## src/rtl/clk_div_ctrl.sv

```systemverilog
`default_nettype none
// +------------------------------------------------------------------+
// | clk_div_ctrl: glitch-free run/stop controller for an integer     |
// | clock divider with period-aligned ratio updates.                 |
// | Revision: 1.0                                                    |
// +------------------------------------------------------------------+
module clk_div_ctrl #(
   parameter int CNT_W   = 8,
   parameter int DIV_DEF = 3
) (
   input  logic             iclk,
   input  logic             rstn,
   input  logic             en,
   input  logic [CNT_W-1:0] cfg_div,
   input  logic             cfg_valid,
   output logic             cfg_ready,
   output logic             cfg_err,
   output logic             oclk,
   output logic             oclk_ce,
   output logic             busy,
   output logic [CNT_W-1:0] cur_div
);

   localparam logic [1:0] S_IDLE = 2'd0;
   localparam logic [1:0] S_RUN  = 2'd1;
   localparam logic [1:0] S_STOP = 2'd2;

   localparam logic [CNT_W-1:0] C_DIV_DEF = CNT_W'(DIV_DEF);

   logic [1:0]       state_q, state_d;
   logic [CNT_W-1:0] cnt_q, cnt_d;
   logic             oclk_q, oclk_d;
   logic             ce_q, ce_d;
   logic             err_q, err_d;
   logic [CNT_W-1:0] cur_div_q, cur_div_d;
   logic [CNT_W-1:0] pend_q, pend_d;
   logic             pend_v_q, pend_v_d;

   logic             w_active;
   logic             w_bnd;
   logic             w_accept;
   logic             w_legal;
   logic [CNT_W:0]   w_half;

   always_comb begin
      w_active = (state_q != S_IDLE);
      w_bnd    = w_active && (cnt_q == (cur_div_q - CNT_W'(1)));
      w_accept = cfg_valid && !pend_v_q;
      w_legal  = (cfg_div >= CNT_W'(2));

      state_d = state_q;
      cnt_d   = cnt_q;
      case (state_q)
         S_IDLE: begin
            cnt_d = '0;
            if (en) state_d = S_RUN;
         end
         S_RUN: begin
            cnt_d = w_bnd ? '0 : cnt_q + CNT_W'(1);
            if (!en) state_d = w_bnd ? S_IDLE : S_STOP;
         end
         S_STOP: begin
            cnt_d = w_bnd ? '0 : cnt_q + CNT_W'(1);
            if (en)         state_d = S_RUN;
            else if (w_bnd) state_d = S_IDLE;
         end
         default: begin
            state_d = S_IDLE;
            cnt_d   = '0;
         end
      endcase
      if (state_d == S_IDLE) cnt_d = '0;

      // Ratio changes only land at a period boundary (or while idle).
      cur_div_d = cur_div_q;
      pend_d    = pend_q;
      pend_v_d  = pend_v_q;
      err_d     = w_accept && !w_legal;
      if (!w_active) begin
         if (w_accept && w_legal) cur_div_d = cfg_div;
      end else if (w_bnd) begin
         if (w_accept && w_legal) begin
            cur_div_d = cfg_div;
         end else if (pend_v_q) begin
            cur_div_d = pend_q;
            pend_v_d  = 1'b0;
         end
      end else if (w_accept && w_legal) begin
         pend_d   = cfg_div;
         pend_v_d = 1'b1;
      end

      // Outputs are registered in step with cnt, using the ratio of the period cnt_d belongs to.
      w_half = ({1'b0, cur_div_d} + (CNT_W+1)'(1)) >> 1;
      oclk_d = (state_d != S_IDLE) && ({1'b0, cnt_d} < w_half);
      ce_d   = (state_d != S_IDLE) && (cnt_d == '0);
   end

   always_ff @(posedge iclk) begin
      if (!rstn) begin
         state_q   <= S_IDLE;
         cnt_q     <= '0;
         oclk_q    <= 1'b0;
         ce_q      <= 1'b0;
         err_q     <= 1'b0;
         cur_div_q <= C_DIV_DEF;
         pend_q    <= '0;
         pend_v_q  <= 1'b0;
      end else begin
         state_q   <= state_d;
         cnt_q     <= cnt_d;
         oclk_q    <= oclk_d;
         ce_q      <= ce_d;
         err_q     <= err_d;
         cur_div_q <= cur_div_d;
         pend_q    <= pend_d;
         pend_v_q  <= pend_v_d;
      end
   end

   assign cfg_ready = ~pend_v_q;
   assign cfg_err   = err_q;
   assign oclk      = oclk_q;
   assign oclk_ce   = ce_q;
   assign busy      = (state_q != S_IDLE);
   assign cur_div   = cur_div_q;

endmodule
`default_nettype wire

```

## config.mk

```make
export PLATFORM = sky130hd
export DESIGN_NAME = clk_div_ctrl
export DESIGN_NICKNAME = d
export VERILOG_FILES = /design/src/rtl/clk_div_ctrl.sv
export SDC_FILE = /design/constraint.sdc
export NUM_CORES = 1
export LEC_CHECK = 0
export CAP_MARGIN = 20
export CORE_MARGIN = 1.5
export CORE_UTILIZATION = 50
export CTS_BUF_LIST = sky130_fd_sc_hd__clkbuf_2
export DETAILED_ROUTE_END_ITERATION = 12
export GPL_TIMING_DRIVEN = 1
export PLACE_DENSITY = 0.79
export SETUP_SLACK_MARGIN = 0.5
export SLEW_MARGIN = 25
export SYNTH_ARGS = -nofsm -noshare
export SYNTH_HDL_FRONTEND = slang
export SYNTH_SLANG_ARGS = --single-unit
```

## constraint.sdc

```tcl
create_clock -name iclk -period 5 [get_ports iclk]
set_input_delay 0.5 -clock iclk [delete_from_list [all_inputs] [get_ports iclk]]
set_output_delay 0.5 -clock iclk [all_outputs]
set_load 0.005 [all_outputs]
```

==> results by group <==
Run status
  – Status: finished clean

Cells and area
  – Ant. Diodes: 0
  – Final core utilization: 58.16%
  – P&R area growth vs syn: 12.20%
  – Fillers: 410
  – Sequential cell area: 600.6 µm²
  – Multi-input gate area: 0.001535 mm²
  – Fin nets: 319
  – Share of cells above drive strength 1: 12.24%
  – Final instance area: 0.002532 mm²

Detailed routing
  – Drt wl/cell: 14.78 µm
  – Vias per inst: 5.801
  – Drt drc: 0
  – Pre-Repair DR Iteration Count: 4
  – Routed Antenna Nets: 0
  – Detailed Route WL: 5115 µm
  – Initial DRC Count: 90
  – Vias: 2007

STA
  – F_max: 242.7 MHz
  – Final Cycle Share: 82.40%
  – Relative slew slack: 59.45%
  – Setup-failing EPs final: 0
  – Worst setup margin: 0.8800 ns
  – Fin. Hold Viols: 0
  – Crit path time final: 4.120 ns
  – Worst-Margin Slew: 0.6074 ns
  – Final TNS setup: 0 ns
  – RSZ-0062 raised after global routing: false
  – Worst Skew: 0.006299 ns
  – Final Max Slew Viols: 0

Worst hold path
  – Worst min-delay path class: reg2reg
  – Hold Crit Depth: 2

Yosys
  – Seq/Total Area, Yosys: 26.61%
  – Cells after Synth: 275
  – Post-synth EDFFs: 0
  – Cell area after synthesis: 0.002257 mm²
  – Ys flop type: dfxtp_1
  – Fraction of registers with async set/reset: 0%
  – Syn avg cell area: 8.208 µm²
  – Cell with the most instances after synthesis: nor2_1
  – Top-area cell type share of the netlist area: 26.61%
  – Synth area leader: dfxtp_1
  – Synthesized flop and latch total: 30
  – Commonest cells in the netlist: 34 x nor2_1, 30 x dfxtp_1, 17 x nand2_1
  – Synth area leaders: dfxtp_1 27%, ha_1 7.8%, mux2i_1 6.2%
  – Syn Nets: 301
  – Synth Warn #: 0
  – Post-synth cell types: 54

Floorplan
  – Die height: 70.19 µm
  – Die X: 70.19 µm
  – FP Rows: 24
  – Core ar.: 0.004354 mm²
  – Ports: 25
  – Initial core utilization: 51.84%
  – Die area: 0.004927 mm²

GRT
  – First-pass GRT wire length: 8514 µm
  – All-Layer GR Usage: 21.68%
  – Grt ovf: 0
  – Number of global-route vias before repair: 1851
  – Initial antenna violation count: 0
  – Largest net degree at the start of global routing: 24

Critical path
  – WP data arrival: 4.40 ns
  – CP Capture Type: flop
  – CP startpoint kind: flop
  – CP Max Fanout: 7
  – Reg2reg path depth: 18
  – WS Path Type: reg2reg
  – Req. time, crit path: 5.28 ns
  – R2R Setup Slk: 0.88 ns

Power
  – Total power: 827.4 µW
  – Leak Pwr: 1.009 nW
  – PD cells: 326.7 mW/mm²
  – Worst vdd ir: 0.0001446 V

Place
  – Port bufs: 24
  – Placed Area: 0.002484 mm²
  – Final HPWL DP: 3863 µm
  – GP Congestion: 0.8737
  – Worst slack, placed: 0.9333 ns

CTS
  – CTS Buffer Depth: 2
  – CTS sink count: 30
  – Clock latency on the worst-skew pair: 0.36 ns
  – CTS Root Cell: clkbuf_2
  – Htree depth: 2
  – CTS tree: done
  – Worst-path clk slew: 0.15 ns
  – CTS Buf Count: 5

Job
  – Max Cap Viol: 0
==> worst max-delay path, stage by stage (launching register included) <==
cell and delay, ns:
dfxtp_1 0.50, inv_1 0.13, ha_1 0.32, xor2_1 0.19, nand3_1 0.09, or3_4 0.37
a211oi_4 0.39, o21ai_1 0.23, o221ai_2 0.29, inv_1 0.08, ha_1 0.23, nand4_1 0.10
xor2_1 0.17, ha_1 0.26, a21oi_1 0.13, nor2b_1 0.06, o21ai_0 0.12, o21ai_0 0.11
nor4b_1 0.23
==> timing repair <==
item / in CTS / in global routing
setup endpoints to repair: 0 / 1
gates resized for setup: 0 / 2
setup buffers: 0 / 0
hold buffers: 0 / 0
==> cell usage in the layout, fill, tap and decap left out, types with 5 or more instances in the layout <==
master,synthesis,final
a21oi_1,11,10
clkbuf_2,0,6
clkdlybuf4s50_1,0,24
dfxtp_1,30,30
ha_1,14,14
inv_1,12,12
mux2i_1,14,14
nand2_1,17,17
nand3_1,11,11
nand4_1,5,5
nor2_1,34,34
nor2_2,8,8
nor2b_1,6,6
nor3_1,8,8
nor4_1,5,5
o21ai_0,7,7
xnor2_1,11,11
xor2_1,11,11
==> report_power, final <==
part / switching, mW / leakage (nW) / total, mW / internal, mW
clock: 0.0839 / 0.0304 / 0.118 / 0.0344
combinational: 0.220 / 0.734 / 0.405 / 0.185
sequential: 0.0405 / 0.245 / 0.305 / 0.264
==> sequential cells by signal, indices dropped and copies added, names as in the netlist <==
name	cells
cfg_err	1
cnt_q	8
cur_div	8
oclk	1
oclk_ce	1
pend_q	8
pend_v_q	1
state_q	2
==> per-stage QoR <==
| step | hold slack (ns) | std cells |
|---|---|---|
| after floorplan | 0.4543 | 275 |
| after global placement | 0.4724 | 338 |
| after detailed placement | 0.4815 | 338 |
| after CTS | 0.5194 | 346 |
| after global routing | 0.5457 | 346 |
| final | 0.5094 | 346 |
==> logic make-up after synthesis <==
| family | count (synthesis) | share of synthesized area (%) |
|---|---|---|
| simple gates | 117 | 27.50 |
| compound gates | 49 | 16.08 |
| flops | 30 | 26.61 |
| buf+inv | 26 | 5.820 |
| xor+xnor | 22 | 8.536 |
| mux | 17 | 7.705 |
| fa+ha+maj | 14 | 7.761 |
==> final timing paths <==
kind,start,endpoint
min reg2reg,pend_q[1],pend_q[1]
max reg2reg,cur_div[0],oclk
min,pend_q[1],pend_q[1]
max,cur_div[0],oclk
==> metal layers <==
layer,global-route usage (%),part of all wire [%]
met3,3.319,4.2
met1,27.87,47
met2,35.98,47
met4,9.402,1.4
met5,0,0
==> cell type report <==
class | count | area share (%)
clock buffers | 6 | 1.186
inverters | 12 | 1.779
flip-flops and latches | 30 | 23.72
repair buffers | 25 | 9.783
multi-input cells | 219 | 60.62
clock inverters | 2 | 0.3458
well taps | 52 | 2.569
Power figures use the tool's default switching activity.
